<file path="src/rtl/shape_vertex_sequencer_pkg.sv">
// Shared geometry constants: coordinate/vertex widths, shape IDs, vertex counts, FSM encoding.
// Latency: n/a (package only).
// Backpressure: n/a.
package shape_vertex_sequencer_pkg;

  localparam int COORD_W   = 16;
  localparam int NUM_VERTS = 12;
  localparam int VERT_W    = 3 * COORD_W;
  localparam int IDX_W     = 4;

  localparam logic [1:0] SHAPE_TETRA = 2'd0;
  localparam logic [1:0] SHAPE_CUBE  = 2'd1;
  localparam logic [1:0] SHAPE_ICOSA = 2'd2;
  localparam logic [1:0] SHAPE_OCTA  = 2'd3;

  typedef enum logic [2:0] {
    ST_IDLE       = 3'd0,
    ST_LOAD       = 3'd1,
    ST_STREAM     = 3'd2,
    ST_DONE       = 3'd3,
    ST_WAIT_FRAME = 3'd4
  } state_e;

  // Number of valid LUT slots per shape; slots beyond this are never emitted.
  function automatic logic [IDX_W-1:0] shape_vert_count(input logic [1:0] shape);
    logic [IDX_W-1:0] cnt;
    case (shape)
      SHAPE_TETRA: cnt = 4'd4;
      SHAPE_CUBE:  cnt = 4'd8;
      SHAPE_ICOSA: cnt = 4'd12;
      default:     cnt = 4'd6;
    endcase
    return cnt;
  endfunction

endpackage

</file>
<file path="src/rtl/shape_vertex_sequencer_vertex_snapshot_mux.sv">
// Snapshot register for all LUT vertices plus an index-driven read mux.
// Latency: snapshot captured on the clock edge ending a load cycle; read path is combinational from registers.
// Backpressure: none; holds its contents until the next load.
module vertex_snapshot_mux
  import shape_vertex_sequencer_pkg::*;
(
  input  logic                        clk,
  input  logic                        resetn,
  input  logic                        load_en,
  input  logic [NUM_VERTS*VERT_W-1:0] lut_v,
  input  logic [IDX_W-1:0]            rd_idx,
  output logic [VERT_W-1:0]           rd_dat
);

  logic [NUM_VERTS-1:0][VERT_W-1:0] snap_q, snap_d;

  // Next snapshot: take the whole LUT image on load, otherwise hold.
  always_comb begin
    snap_d = snap_q;
    if (load_en) begin
      for (int i = 0; i < NUM_VERTS; i++) begin
        snap_d[i] = lut_v[i*VERT_W +: VERT_W];
      end
    end
  end

  // Snapshot storage, cleared by reset.
  always_ff @(posedge clk or negedge resetn) begin
    if (!resetn) snap_q <= '0;
    else         snap_q <= snap_d;
  end

  // Read mux; indices past the last slot read as zero rather than out of range.
  always_comb begin
    rd_dat = '0;
    for (int i = 0; i < NUM_VERTS; i++) begin
      if (rd_idx == IDX_W'(i)) rd_dat = snap_q[i];
    end
  end

endmodule

</file>
<file path="src/rtl/shape_vertex_sequencer.sv">
// Streams one shape's LUT vertices (snapshotted at start) as a valid/ready vertex stream with idx/last; optional FRAME_LOOP_EN macro repeats per frame_tick until stop.
// Latency: start -> LOAD 1 cycle -> first vertex next cycle; done pulses the cycle after the last handshake.
// Backpressure: vtx_data/idx/last held while vtx_valid && !vtx_ready; no combinational path from vtx_ready to outputs.
module shape_vertex_sequencer
  import shape_vertex_sequencer_pkg::*;
(
  input  logic                        clk,
  input  logic                        resetn,
  input  logic                        start,
  input  logic [1:0]                  shape_sel,
  input  logic                        stop,
  input  logic                        frame_tick,
  output logic [1:0]                  lut_sel,
  input  logic [NUM_VERTS*VERT_W-1:0] lut_v,
  output logic                        vtx_valid,
  input  logic                        vtx_ready,
  output logic [VERT_W-1:0]           vtx_data,
  output logic [IDX_W-1:0]            vtx_idx,
  output logic                        vtx_last,
  output logic                        busy,
  output logic                        done
);

  state_e           state_q, state_d;
  logic [1:0]       shape_q, shape_d;
  logic [IDX_W-1:0] idx_q, idx_d;
  logic [IDX_W-1:0] vert_cnt;
  logic             snap_load;

`ifdef FRAME_LOOP_EN
  logic stop_q, stop_d;
`else
  logic unused_loop_inputs;
  assign unused_loop_inputs = ^{stop, frame_tick};
`endif

  assign vert_cnt  = shape_vert_count(shape_q);
  assign lut_sel   = shape_q;
  assign vtx_valid = (state_q == ST_STREAM);
  assign vtx_idx   = idx_q;
  assign vtx_last  = (state_q == ST_STREAM) && (idx_q == vert_cnt - 4'd1);
  assign busy      = (state_q != ST_IDLE);
  assign done      = (state_q == ST_DONE);

  // Next-state, shape capture and vertex index sequencing.
  always_comb begin
    state_d   = state_q;
    shape_d   = shape_q;
    idx_d     = idx_q;
    snap_load = 1'b0;
    case (state_q)
      ST_IDLE: begin
        if (start) begin
          shape_d = shape_sel;
          state_d = ST_LOAD;
        end
      end
      ST_LOAD: begin
        snap_load = 1'b1;
        idx_d     = '0;
        state_d   = ST_STREAM;
      end
      ST_STREAM: begin
        if (vtx_ready) begin
          // Index parks on the final slot so it can never wrap.
          if (vtx_last) state_d = ST_DONE;
          else          idx_d   = idx_q + 4'd1;
        end
      end
      ST_DONE: begin
`ifdef FRAME_LOOP_EN
        if (stop_q || stop) state_d = ST_IDLE;
        else                state_d = ST_WAIT_FRAME;
`else
        state_d = ST_IDLE;
`endif
      end
`ifdef FRAME_LOOP_EN
      ST_WAIT_FRAME: begin
        // stop has priority over a coincident frame_tick.
        if (stop)            state_d = ST_IDLE;
        else if (frame_tick) state_d = ST_LOAD;
      end
`endif
      default: state_d = ST_IDLE;
    endcase
  end

`ifdef FRAME_LOOP_EN
  // Sticky stop request: lets the current pass finish, then exits the loop.
  always_comb begin
    stop_d = stop_q;
    if (state_q == ST_IDLE) stop_d = 1'b0;
    else if (stop)          stop_d = 1'b1;
  end

  // Sticky stop flag register.
  always_ff @(posedge clk or negedge resetn) begin
    if (!resetn) stop_q <= 1'b0;
    else         stop_q <= stop_d;
  end
`endif

  // Control state registers.
  always_ff @(posedge clk or negedge resetn) begin
    if (!resetn) begin
      state_q <= ST_IDLE;
      shape_q <= 2'd0;
      idx_q   <= '0;
    end else begin
      state_q <= state_d;
      shape_q <= shape_d;
      idx_q   <= idx_d;
    end
  end

  vertex_snapshot_mux u_snap (
    .clk     (clk),
    .resetn  (resetn),
    .load_en (snap_load),
    .lut_v   (lut_v),
    .rd_idx  (idx_q),
    .rd_dat  (vtx_data)
  );

endmodule

</file>
<file path="config.mk">
export PLATFORM = sky130hd
export DESIGN_NAME = shape_vertex_sequencer
export DESIGN_NICKNAME = d
export VERILOG_FILES = /design/src/rtl/shape_vertex_sequencer_pkg.sv /design/src/rtl/shape_vertex_sequencer_vertex_snapshot_mux.sv /design/src/rtl/shape_vertex_sequencer.sv
export SDC_FILE = /design/constraint.sdc
export NUM_CORES = 1
export LEC_CHECK = 0
export BUFFER_PORTS_ARGS = -buffer_cell sky130_fd_sc_hd__buf_2
export CAP_MARGIN = 20
export CORE_AREA = 2 2 247 249
export CTS_CLUSTER_DIAMETER = 80
export DETAILED_ROUTE_END_ITERATION = 8
export DIE_AREA = 0 0 249 251
export PLACE_DENSITY = 0.72
export SLEW_MARGIN = 25
export SYNTH_ARGS = -nofsm -noshare
export SYNTH_HDL_FRONTEND = slang
export SYNTH_HIERARCHICAL = 1
export SYNTH_SLANG_ARGS = --single-unit
</file>
<file path="constraint.sdc">
create_clock -name clk -period 5.6 [get_ports clk]
set_input_delay 0.56 -clock clk [delete_from_list [all_inputs] [get_ports clk]]
set_output_delay 0.56 -clock clk [all_outputs]
set_load 0.01 [all_outputs]
</file>
==> impl_metrics.env <==
export IMPL_r2r_cells=4
export IMPL_fin_util_pct=56.3
export IMPL_numCtsBuffers=67
export IMPL_routed_wirelength_um=92300
export IMPL_cp_start_kind="flop"
export IMPL_grt_max_degree=162
export IMPL_clock_sinks=584
export IMPL_track_usage_pct=28.9
export IMPL_regArea_um2=14600
export IMPL_fin_nets=3284
export IMPL_rsz0062_at_grt="false"
export IMPL_wl_met1_um=38300
export IMPL_hold_viol=0
export IMPL_worst_pin_slew_ps=987
export IMPL_synthTopCellsByCount="dfrtp_1 (584), mux2_2 (584), a21oi_1 (110)"
export IMPL_critPathCaptureType="primary output"
export IMPL_cp_required_ps=5040
export IMPL_synth_top_cell_area_share_pct=52.9
export IMPL_multi_input_area_um2=12000
export IMPL_r2r_slack_ps=2870
export IMPL_maxCapViolCount=0
export IMPL_worstHoldPathCells=3
export IMPL_status="complete, no violations"
export IMPL_hold_ws_ps=178
export IMPL_area_growth_pct=21.9
export IMPL_crit_path_max_incr_delay_ps=930
export IMPL_grt_pass1_vias=21300
export IMPL_post_route_period_util_pct=79.8
export IMPL_root_buffer="clkbuf_16"
export IMPL_overflow=0
export IMPL_syn_num_nets=2708
export IMPL_fillerInstances=5000
export IMPL_fp_dieW_um=249
export IMPL_drt_iter0_markers=1662
export IMPL_slew_headroom_pct=34.2
export IMPL_final_cells=3566
export IMPL_async_flop_share_pct=100
export IMPL_timing_rr_start="state_q[1]"
export IMPL_fin_crit_ps=4470
export IMPL_htreeDepth=3
export IMPL_tns_ps=0
export IMPL_top_layer="met5"
export IMPL_crit_arrival_ps=3910
export IMPL_drc=0
export IMPL_grt_pass1_wl_um=135000
export IMPL_synth_cell_types=72
export IMPL_worstSetupPathType="flop to primary output"
export IMPL_synth_top_area_cell="dfrtp_1"
export IMPL_netlist_area_um2=27600
export IMPL_ant_nets=0
export IMPL_place_inst=3407
export IMPL_leakage_nw=14.9
export IMPL_ys_warn_count=6
export IMPL_critPathMaxFanout=61
export IMPL_wl_met3_um=7900
export IMPL_fmax_ghz=0.224
export IMPL_cpMaxStageDelayCell="dfrtp_4"
export IMPL_initial_utilization_pct=46.2
export IMPL_synth_edff_count=0
export IMPL_clkTransAtPathRegs_ps=60
export IMPL_ys_ff_latch=584
export IMPL_synth_area_leaders="dfrtp_1 (53%), mux2_2 (24%), mux2i_1 (3.2%), a21oi_1 (2.0%), buf_2 (1.9%)"
export IMPL_clock_latency_ps=600
export IMPL_syn_inst=2119
export IMPL_core_um2=59800
export IMPL_peakVddDrop_mv=0.394
export IMPL_syn_avg_cell_area_um2=13.0
export IMPL_dieArea_um2=62500
export IMPL_critPathLaunch="vtx_idx[2]"
export IMPL_p_per_area_nw_per_um2=651
export IMPL_clockBufferDepth=3
export IMPL_cts_resized=0
export IMPL_vias_per_cell=5.75
export IMPL_cp_cell_sequence="nand2b_2 > nor2_2 > o21ba_1 > a211o_1 > a32oi_1 > buf_2"
export IMPL_antenna_found_initial=61
export IMPL_skew_ps=22.5
export IMPL_place_congestion=0.912
export IMPL_r2r_end="u_snap/snap_q[540]"
export IMPL_portBuffers=639
export IMPL_worstHoldPathType="primary input to flop"
export IMPL_std_cell_rows=90
export IMPL_ys_seq_area_share_pct=52.9
export IMPL_synthFlopType="dfrtp_1"
export IMPL_drive_gt1_share_pct=51.7
export IMPL_setup_viol=0
export IMPL_final_max_slew_violation_count=0
export IMPL_vias=20500
export IMPL_holdPathEnd="u_snap/snap_q[240]"
export IMPL_firstDrtPassIters=5
export IMPL_wl_per_cell_um=25.9
export IMPL_cts_tree="done"
export IMPL_fp_dieH_um=251
export IMPL_ios=642
export IMPL_met2_length_um=42700
export IMPL_hold_start="lut_v[240]"
export IMPL_dp_hpwl_um=66800
-- registers in the layout, indices dropped and copies added, names as in the netlist --
name,count
vtx_idx,4
u_snap/snap_q,576
state_q,2
lut_sel,2
-- area by class of cell --
cell class,count,share of cell area [%]
Tap cell,782,2.90
Antenna cell,40,0.297
Multi-Input combinational cell,1356,35.7
Clock buffer,100,6.06
Clock inverter,18,0.899
Timing Repair Buffer,671,10.6
Sequential cell,584,43.4
Inverter,15,0.167
-- power breakdown --
group          internal (W)  switching (W)  total (W)
Combinational       0.00451        0.00491    0.00943
Clock               0.00281        0.00179    0.00460
Sequential          0.00642        0.00149    0.00791
-- worst max-delay path, delay by kind of cell, from the launching register on --
| kind | cells | cell delay, ps |
|---|---|---|
| flip-flops | 1 | 930 |
| buffers and inverters | 1 | 200 |
| AND/OR/NAND/NOR | 2 | 1230 |
| AO/OA/AOI/OAI | 3 | 920 |
-- stage by stage --
step | instance area (um2) | total power, W | setup slack (ps)
2_1_floorplan | 27600 | 0.0141 | 3330
3_3_place_gp | 31200 | 0.0169 | 1770
3_5_place_dp | 31200 | 0.0173 | 1730
4_1_cts | 33600 | 0.0219 | 1070
5_1_grt | 33700 | 0.0231 | 990
6_report | 33700 | 0.0219 | 1130
-- cell families after synthesis --
| group | after synthesis | synth area share (%) |
|---|---|---|
| fa+ha+maj | 5 | 0.226 |
| simple gates | 221 | 4.03 |
| buf+inv | 179 | 3.70 |
| compound gates | 437 | 10.5 |
| flops | 584 | 52.9 |
| mux | 692 | 28.7 |
| xor+xnor | 1 | 0.0317 |
-- cells in the final DEF (no fill, tap or decap), drive strengths merged, types with 14 or more instances in the layout --
| master | count |
|---|---|
| a211oi | 14 |
| mux4 | 21 |
| a22o | 19 |
| o211ai | 14 |
| clkbuf | 100 |
| o21ai | 98 |
| nand2b | 17 |
| inv | 17 |
| o221ai | 30 |
| diode | 40 |
| nor2 | 55 |
| or3 | 16 |
| a21o | 22 |
| mux2i | 87 |
| a21oi | 110 |
| o22ai | 34 |
| mux2 | 584 |
| nand2 | 76 |
| a22oi | 27 |
| buf | 670 |
| dfrtp | 584 |
-- how the worst max path moves through the flow --
stage / to / slack, ps / depth (start not counted)
detailed placement: vtx_data[9] / 1730 / 5
CTS: vtx_data[9] / 1070 / 5
global placement: vtx_data[9] / 1770 / 5
finish: vtx_data[22] / 1130 / 6
global route: vtx_data[22] / 990 / 6
floorplan: vtx_data[11] / 3330 / 6
-- layer usage --
metal | global-route usage (%) | vias up
li1 | - | 9018
met1 | 38.1 | 10400
met2 | 44.5 | 897
met3 | 8.52 | 194
met4 | 12.9 | 38
met5 | 0 | -
-- what timing repair did --
action                                  CTS  global route
buffers inserted                          0             0
endpoints found under the hold margin    69             0
endpoints found under the setup margin    0             0
hold buffers                              1             0
Note: power is estimated with default switching activity, not from simulation.
